$ cat src/rtl/mac_seq_pkg.sv
// rtl/mac_seq_pkg.sv - shared types and constants for the MAC dot-product sequencer
// Purpose : state encoding, datapath widths and MAC pipeline depth.
// Ports   : none (package).
package mac_seq_pkg;

  localparam int OP_W  = 8;
  localparam int ACC_W = 2 * OP_W + 1;

  // Register stages between an accepted pair and its effect on mac_acc:
  // one operand register here plus the MAC accumulator register.
  localparam int DRAIN_CYCLES = 2;

  typedef enum logic [1:0] {
    CLEAR = 2'd0,
    RUN   = 2'd1,
    DRAIN = 2'd2,
    HOLD  = 2'd3
  } state_e;

endpackage

$ cat src/rtl/mac_dot_sequencer_if.sv
// rtl/mac_dot_sequencer_if.sv - operand stream, MAC link and result stream bundle
// Purpose : groups every handshake/bus signal of the sequencer.
// Signals : in_valid/in_ready/in_a/in_b    operand pair stream
//           mac_a/mac_b/acc_clr/mac_acc     link to the 8x8 MAC
//           out_valid/out_ready/out_data    dot product result
//           out_ovf                         wrap flag (only with MAC_OVF_DETECT_EN)
// Modports: slave  - the sequencer
//           master - the environment driving it
interface mac_dot_sequencer_if;

  logic                             in_valid;
  logic                             in_ready;
  logic [mac_seq_pkg::OP_W-1:0]     in_a;
  logic [mac_seq_pkg::OP_W-1:0]     in_b;
  logic [mac_seq_pkg::OP_W-1:0]     mac_a;
  logic [mac_seq_pkg::OP_W-1:0]     mac_b;
  logic                             acc_clr;
  logic [mac_seq_pkg::ACC_W-1:0]    mac_acc;
  logic                             out_valid;
  logic                             out_ready;
  logic [mac_seq_pkg::ACC_W-1:0]    out_data;
`ifdef MAC_OVF_DETECT_EN
  logic                             out_ovf;
`endif

  modport slave (
    input  in_valid, in_a, in_b, mac_acc, out_ready,
`ifdef MAC_OVF_DETECT_EN
    output out_ovf,
`endif
    output in_ready, mac_a, mac_b, acc_clr, out_valid, out_data
  );

  modport master (
    output in_valid, in_a, in_b, mac_acc, out_ready,
`ifdef MAC_OVF_DETECT_EN
    input  out_ovf,
`endif
    input  in_ready, mac_a, mac_b, acc_clr, out_valid, out_data
  );

endinterface

$ cat src/rtl/mac_dot_sequencer.sv
// rtl/mac_dot_sequencer.sv - feeds LEN operand pairs to the MAC and captures the dot product
// Purpose : CLEAR (1 cycle, acc_clr) -> RUN (accept LEN pairs) -> DRAIN (wait out
//           MAC latency, capture mac_acc) -> HOLD (present result until taken).
// Ports   : clk   - clock, rising edge
//           reset - asynchronous active-low reset
//           bus   - mac_dot_sequencer_if.slave (operand stream, MAC link, result)
// Macro   : MAC_OVF_DETECT_EN adds bus.out_ovf, a sticky 17-bit wrap flag captured
//           alongside out_data.
module mac_dot_sequencer
  import mac_seq_pkg::*;
#(
  parameter int LEN = 8
) (
  input  logic                 clk,
  input  logic                 reset,
  mac_dot_sequencer_if.slave   bus
);

  localparam int CNT_W = $clog2(LEN + 1);

  state_e              state_q, state_d;
  logic [CNT_W-1:0]    cnt_q, cnt_d;
  logic [1:0]          drain_q, drain_d;
  logic [OP_W-1:0]     mac_a_q, mac_a_d;
  logic [OP_W-1:0]     mac_b_q, mac_b_d;
  logic [ACC_W-1:0]    out_data_q, out_data_d;
  logic                out_valid_q, out_valid_d;
  logic                in_ready_q, in_ready_d;
  logic                acc_clr_q, acc_clr_d;

  logic xfer;
  logic out_hs;
  logic capture;

  assign xfer    = bus.in_valid & in_ready_q;
  assign out_hs  = out_valid_q & bus.out_ready;
  assign capture = (state_q == DRAIN) && (drain_q == 2'd1);

  always_comb begin
    state_d     = state_q;
    cnt_d       = cnt_q;
    drain_d     = drain_q;
    // Idle cycles feed zeros so the accumulator adds nothing and holds.
    mac_a_d     = '0;
    mac_b_d     = '0;
    out_data_d  = out_data_q;
    out_valid_d = out_valid_q;
    case (state_q)
      CLEAR: begin
        state_d = RUN;
        cnt_d   = '0;
      end
      RUN: begin
        if (xfer) begin
          mac_a_d = bus.in_a;
          mac_b_d = bus.in_b;
          cnt_d   = cnt_q + CNT_W'(1);
          if (cnt_q == CNT_W'(LEN - 1)) begin
            state_d = DRAIN;
            drain_d = 2'(DRAIN_CYCLES);
          end
        end
      end
      DRAIN: begin
        drain_d = drain_q - 2'd1;
        if (capture) begin
          out_data_d  = bus.mac_acc;
          out_valid_d = 1'b1;
          state_d     = HOLD;
        end
      end
      HOLD: begin
        if (out_hs) begin
          out_valid_d = 1'b0;
          state_d     = CLEAR;
        end
      end
      default: state_d = CLEAR;
    endcase
    // Decoded from the next state so both strobes come straight from flops.
    in_ready_d = (state_d == RUN);
    acc_clr_d  = (state_d == CLEAR);
  end

  always_ff @(posedge clk or negedge reset) begin
    if (!reset) begin
      state_q     <= CLEAR;
      cnt_q       <= '0;
      drain_q     <= '0;
      mac_a_q     <= '0;
      mac_b_q     <= '0;
      out_data_q  <= '0;
      out_valid_q <= 1'b0;
      in_ready_q  <= 1'b0;
      acc_clr_q   <= 1'b1;
    end else begin
      state_q     <= state_d;
      cnt_q       <= cnt_d;
      drain_q     <= drain_d;
      mac_a_q     <= mac_a_d;
      mac_b_q     <= mac_b_d;
      out_data_q  <= out_data_d;
      out_valid_q <= out_valid_d;
      in_ready_q  <= in_ready_d;
      acc_clr_q   <= acc_clr_d;
    end
  end

  assign bus.in_ready  = in_ready_q;
  assign bus.mac_a     = mac_a_q;
  assign bus.mac_b     = mac_b_q;
  assign bus.acc_clr   = acc_clr_q;
  assign bus.out_valid = out_valid_q;
  assign bus.out_data  = out_data_q;

`ifdef MAC_OVF_DETECT_EN
  // The accumulator only ever grows within a vector, so any decrease of
  // mac_acc between consecutive cycles means it wrapped past 2^ACC_W.
  logic [ACC_W-1:0] prev_acc_q, prev_acc_d;
  logic             ovf_q, ovf_d;
  logic             out_ovf_q, out_ovf_d;
  logic             wrap;

  assign wrap = (bus.mac_acc < prev_acc_q);

  always_comb begin
    prev_acc_d = prev_acc_q;
    ovf_d      = ovf_q;
    out_ovf_d  = out_ovf_q;
    case (state_q)
      CLEAR: begin
        prev_acc_d = '0;
        ovf_d      = 1'b0;
      end
      RUN, DRAIN: begin
        prev_acc_d = bus.mac_acc;
        ovf_d      = ovf_q | wrap;
      end
      default: ;
    endcase
    // Include this cycle's comparison: the capture cycle may be the wrap cycle.
    if (capture) out_ovf_d = ovf_q | wrap;
  end

  always_ff @(posedge clk or negedge reset) begin
    if (!reset) begin
      prev_acc_q <= '0;
      ovf_q      <= 1'b0;
      out_ovf_q  <= 1'b0;
    end else begin
      prev_acc_q <= prev_acc_d;
      ovf_q      <= ovf_d;
      out_ovf_q  <= out_ovf_d;
    end
  end

  assign bus.out_ovf = out_ovf_q;
`endif

endmodule
$ cat src/flat_wrapper.sv
// flat-port wrapper written by rule: the top's interface ports become plain ports
module mac_dot_sequencer_flat import mac_seq_pkg::*;
#(
  parameter int LEN = 8
)
  (clk, reset, bus_in_valid, bus_in_a, bus_in_b, bus_mac_acc, bus_out_ready, bus_in_ready, bus_mac_a, bus_mac_b, bus_acc_clr, bus_out_valid, bus_out_data);
  mac_dot_sequencer_if bus_i ();
  input  logic clk;
  input  logic reset;
  input wire logic [$bits(bus_i.in_valid)-1:0] bus_in_valid;
  input wire logic [$bits(bus_i.in_a)-1:0] bus_in_a;
  input wire logic [$bits(bus_i.in_b)-1:0] bus_in_b;
  input wire logic [$bits(bus_i.mac_acc)-1:0] bus_mac_acc;
  input wire logic [$bits(bus_i.out_ready)-1:0] bus_out_ready;
  output wire logic [$bits(bus_i.in_ready)-1:0] bus_in_ready;
  output wire logic [$bits(bus_i.mac_a)-1:0] bus_mac_a;
  output wire logic [$bits(bus_i.mac_b)-1:0] bus_mac_b;
  output wire logic [$bits(bus_i.acc_clr)-1:0] bus_acc_clr;
  output wire logic [$bits(bus_i.out_valid)-1:0] bus_out_valid;
  output wire logic [$bits(bus_i.out_data)-1:0] bus_out_data;
  assign bus_i.in_valid = bus_in_valid;
  assign bus_i.in_a = bus_in_a;
  assign bus_i.in_b = bus_in_b;
  assign bus_i.mac_acc = bus_mac_acc;
  assign bus_i.out_ready = bus_out_ready;
  assign bus_in_ready = bus_i.in_ready;
  assign bus_mac_a = bus_i.mac_a;
  assign bus_mac_b = bus_i.mac_b;
  assign bus_acc_clr = bus_i.acc_clr;
  assign bus_out_valid = bus_i.out_valid;
  assign bus_out_data = bus_i.out_data;
  mac_dot_sequencer #(.LEN(LEN)) u_core (.clk(clk), .reset(reset), .bus(bus_i));
endmodule
$ cat config.mk
export PLATFORM = sky130hd
export DESIGN_NAME = mac_dot_sequencer_flat
export DESIGN_NICKNAME = d
export VERILOG_FILES = /design/src/rtl/mac_seq_pkg.sv /design/src/rtl/mac_dot_sequencer_if.sv /design/src/rtl/mac_dot_sequencer.sv /design/src/flat_wrapper.sv
export SDC_FILE = /design/constraint.sdc
export NUM_CORES = 1
export LEC_CHECK = 0
export ABC_AREA = 0
export BUFFER_PORTS_ARGS = -buffer_cell sky130_fd_sc_hd__buf_2
export CAP_MARGIN = 5
export CORE_MARGIN = 2
export CORE_UTILIZATION = 47
export CTS_CLUSTER_DIAMETER = 50
export DETAILED_ROUTE_END_ITERATION = 6
export GPL_TIMING_DRIVEN = 0
export PLACE_DENSITY = 0.88
export SLEW_MARGIN = 20
export SYNTH_ARGS = -nofsm -noshare
export SYNTH_HDL_FRONTEND = slang
export SYNTH_SLANG_ARGS = --single-unit
$ cat constraint.sdc
create_clock -name clk -period 2 [get_ports clk]
set_clock_uncertainty 0.1 [all_clocks]
set_input_delay 0.1 -clock clk [delete_from_list [all_inputs] [get_ports clk]]
set_output_delay 0.1 -clock clk [all_outputs]
set_load 0.005 [all_outputs]
Yosys cells after proc, flatten, opt, wreduce, memory -nomap -nowiden. Cells that the tools add are included.

Bits in registers: 44. Bits of input ports: 37.

Add/subtract/negate cells: 2. Mux-type cells: 17. Bitwise gates (word level): 2. Reductions and logical operators: 10. Equal/unequal tests: 10.

Operators by type and width (number): two-way mux 8 bit (4); two-way mux 2 bit (6); inequality test 2 x 1 -> 1 bit, second input constant (4); case mux 2 bit (4 select lines) (1); case mux 4 bit (2 select lines) (1); == test 2 x 1 -> 1 bit, second input constant (3); AND reduction 3 bit (2); nonzero test 2 bit (3); adder 4 x 1 -> 4 bit, second input constant (1); == test 2 bit, second input constant (2); == test 4 x 3 -> 1 bit, second input constant (1); zero test 2 bit (2); two-way mux 4 bit (1); case mux 2 bit (2 select lines) (1); AND reduction 2 bit (2); bitwise AND 1 bit (2); two-way mux 1 bit (2); case mux 1 bit (2 select lines) (1); subtractor 2 x 1 -> 2 bit, second input constant (1); logical AND 1 bit (1).

Logic depth before layout (Yosys ltp).
Depth in word-level cells: 5. Mapped depth: 7. Depth with buffers taken out: 6.

Worst setup path after synthesis. No wires, ideal clock.

Path type: flip-flop to flip-flop. Start: reg u_core.state_q[0]. End: reg u_core.out_data_q[10] (netlist: u_core.bus.out_data[10]). Required time: 1775 ps. Stages on the path, launching flop included: 6. Arrival: 1351 ps. Period minus slack after synthesis: 1576 ps. Slack: 424 ps. Library setup time: 125 ps. Cell sequence: dfrtp_1 > inv_1 > ha_1 > nand2_2 > buf_6 > mux2_2.

Longest elaborated chain between the ends: 3.

Ends and longest elaborated chain: start, declared (line mac_dot_sequencer.sv:21) `state_e state_q, state_d;`; start signal, assigned (line mac_dot_sequencer.sv:97) `state_q <= state_d;`; == test 2 bit (*) (line mac_dot_sequencer.sv:37, mac_dot_sequencer.sv:48); logical AND 1 bit (line mac_dot_sequencer.sv:37) `assign capture = (state_q == DRAIN) && (drain_q == 2'd1);`; AND reduction 2 bit (no line) (*); end signal, assigned (line mac_dot_sequencer.sv:102) `out_data_q <= out_data_d;`; end, declared (line mac_dot_sequencer.sv:26) `logic [ACC_W-1:0] out_data_q, out_data_d;`.

Mark *: on every way between the ends. The rest lies on a longest branch, timed or not. A chain may end at the register's enable or synchronous reset.

Worst setup path in the final report.
Start: reg u_core.state_q[0]. End: reg u_core.out_data_q[11] (netlist: u_core.bus.out_data[11]).

The elaborated chain is that of the path after synthesis.

==> summary.txt <==
Final layout
  – Final #Nets: 285
  – Design area: 2619 sq um
  – Post-Layout Cell Count: 291
  – Antenna diodes: 0
  – Layout area overhead: 49.61%
  – Share of layout cells above drive strength 1: 0.4280
  – Most common cell after layout, fill and taps aside: buf_2
  – Fillcell total: 248
  – Commonest non-fill, non-tap cells in the layout: 73 x buf_2, 43 x dfrtp_1, 34 x dlygate4sd3_1

Timing
  – Slew Limit Fails: 0
  – Final hold vios: 0
  – Transition time of the tightest slew-check pin: 925.4 ps
  – Slew margin rel.: 0.3831
  – Final setup TNS: 0 ps
  – Fmax: 0.5609 GHz
  – Final critical-path share of the clock period: 0.8915
  – WHS: 48.35 ps
  – Crit path time final: 1783 ps
  – Final setup viols: 0
  – RSZ-0062 raised after global routing: no

Drt
  – Top sig layer: met4
  – M1 WL: 1.565 mm
  – Met3 WL post-DR: 230 um
  – Initial DRC count: 57
  – DR DRC count: 0
  – WL per Instance: 13.37 um
  – Vias: 1,339
  – Via density: 4.601
  – Final wirelength: 3.892 mm
  – First-pass detailed-route iteration total: 4
  – DR WL met2: 2.038 mm
  – Final ANT Viol Nets: 0

Worst setup path
  – Slowest-stage cell, CP: dfrtp_1
  – CP arrival: 1860 ps
  – Worst r2r path cells: 5
  – Critical Path End Type: register
  – Crit-path cells: inv_1 -> ha_1 -> nand2_2 -> buf_6 -> mux2_2
  – Max incr delay on CP: 430 ps
  – Crit-path max FO: 10
  – CP Launch Type: register
  – Crit path required time: 2070 ps
  – Worst setup path class: register to register

Floorplan
  – Die area: 4228 sq um
  – # IOs: 73
  – Initial Util: 0.4817
  – Num rows: 22
  – Chip height: 65.03 um
  – Die W: 65.03 um
  – Core ar.: 3633 sq um

Placed design
  – Placed cell areas: 2171 sq um
  – Placed cells: 249
  – Routability Congestion: 0.7873
  – Port buffer count: 72
  – Post-DP HPWL: 2.382 mm

Global route
  – Largest net degree at the start of global routing: 45
  – Grt ovf: 0
  – Vias in the first global route: 1,314
  – Total track usage: 0.1897
  – First-pass GRT wire length: 5.961 mm
  – Antenna violations before repair: 0

Clock network
  – Worst-Skew Late Latency: 280 ps
  – CTS tree: yes
  – Clock-pin transition on the worst setup and hold timing paths: 80 ps
  – Total CTS buffers: 5
  – Setup Fix Bufs, Post-CTS: 0
  – PostCTS Resize Cnt: 0
  – Longest Clk Path Bufs: 2
  – # H-tree levels: 2
  – # hold bufs at CTS: 34
  – Num Clock Sinks: 44
  – Root Driver: clkbuf_8

Status
  – Outcome: finished clean

Synth
  – Post-synthesis sequential area ratio: 0.6297
  – Synth unique cells: 29
  – Ys flop type: dfrtp_1
  – Gate Count Post-Synth: 129
  – Seq cells post-synth: 44
  – Mapped Avg Cell Area: 13.57 sq um
  – EDFF count, synth: 0
  – Post-Syn Nets: 172
  – Ys async rst share: 1.000
  – Cell area after synthesis: 1750 sq um
  – YS warnings: 0

Run
  – Maximum capacitance violations: 0

Power
  – Total power: 2.262 mW
  – Max IR drop VDD: 0.0005052 V
  – Pwr per Cell Area: 863.6 nW/um^2
  – LEAKAGE: 1.341 nW

Worst hold path
  – Hold Path Class: input pin to register
  – Worst hold stages: 4
-- sequential cells by signal (all words and copies together) (netlist names) --
name                  cells
u_core.state_q            2
u_core.bus.out_data      17
u_core.bus.out_valid      1
u_core.bus.mac_b          8
u_core.bus.mac_a          8
u_core.drain_q            2
u_core.bus.acc_clr        1
u_core.bus.in_ready       1
u_core.cnt_q              4
-- path summary, 6_finish.rpt --
path	startpoint	endpoint	slack, ps
min reg2reg	u_core.bus.out_data[16]	u_core.bus.out_data[16]	400
min in group asynchronous	reset	u_core.bus.mac_a[0]	400
min	bus_out_ready	u_core.bus.out_valid	50
max in group asynchronous	reset	u_core.cnt_q[0]	830
max	u_core.state_q[0]	u_core.bus.out_data[11]	220
max reg2reg	u_core.state_q[0]	u_core.bus.out_data[11]	220
-- through the flow --
step           setup slack [ps]    util
6_report                  217.0  0.7207
5_1_grt                   73.10  0.7207
4_1_cts                   210.6  0.7207
3_5_place_dp              252.0  0.5975
3_3_place_gp              263.4  0.5975
2_1_floorplan             424.3       -
-- layout make-up --
type	instances	area [sq um]	share of cell area
sequential	44	1102	0.4209
timing repair buffer	106	700.7	0.2676
multi-input combinational	78	613.1	0.2341
clock buffer	6	72.57	0.02771
tap	48	60.06	0.02293
clock inverter	2	35.03	0.01338
buffer	3	20.02	0.007645
inverter	4	15.01	0.005733
-- kinds of logic after synthesis --
family                   share of synthesized area
AO/OA/AOI/OAI                              0.05218
multiplexers                                0.1294
flip-flops                                  0.6297
adder cells (fa/ha/maj)                    0.04289
XOR/XNOR                                  0.005004
buffers and inverters                      0.02001
AND/OR/NAND/NOR                             0.1208
-- synthesized netlist by cell type (all sizes together) (2+ instances only) --
master	count	area [sq um]
and2	17	106.4
ha	6	75.07
inv	4	15.01
a21oi	2	10.01
o31ai	2	28.78
mux2i	2	20.02
dfrtp	43	1076
mux2	18	206.4
o21ai	5	25.02
buf	2	16.26
nand2	12	52.55
nor2	4	15.01
-- critical path: cells and delay by family (launching register included) --
| kind | cells | cell delay [ps] |
|---|---|---|
| fa+ha+maj | 1 | 280 |
| buf+inv | 2 | 290 |
| flops | 1 | 430 |
| mux | 1 | 340 |
| simple gates | 1 | 220 |
-- report_power, final --
group          switching (mW)  leakage [nW]  internal [mW]
clock network           0.277        0.0552          0.370
logic                   0.259         0.736          0.279
registers              0.0633         0.550           1.01
-- routing by layer --
metal  up-vias  GRT usage
met3         4    0.04167
met2        47     0.3479
met1       634     0.2151
li1        654          -
met5         -          0
met4         0    0.07031
No activity file was read; power rests on OpenSTA's default activity.
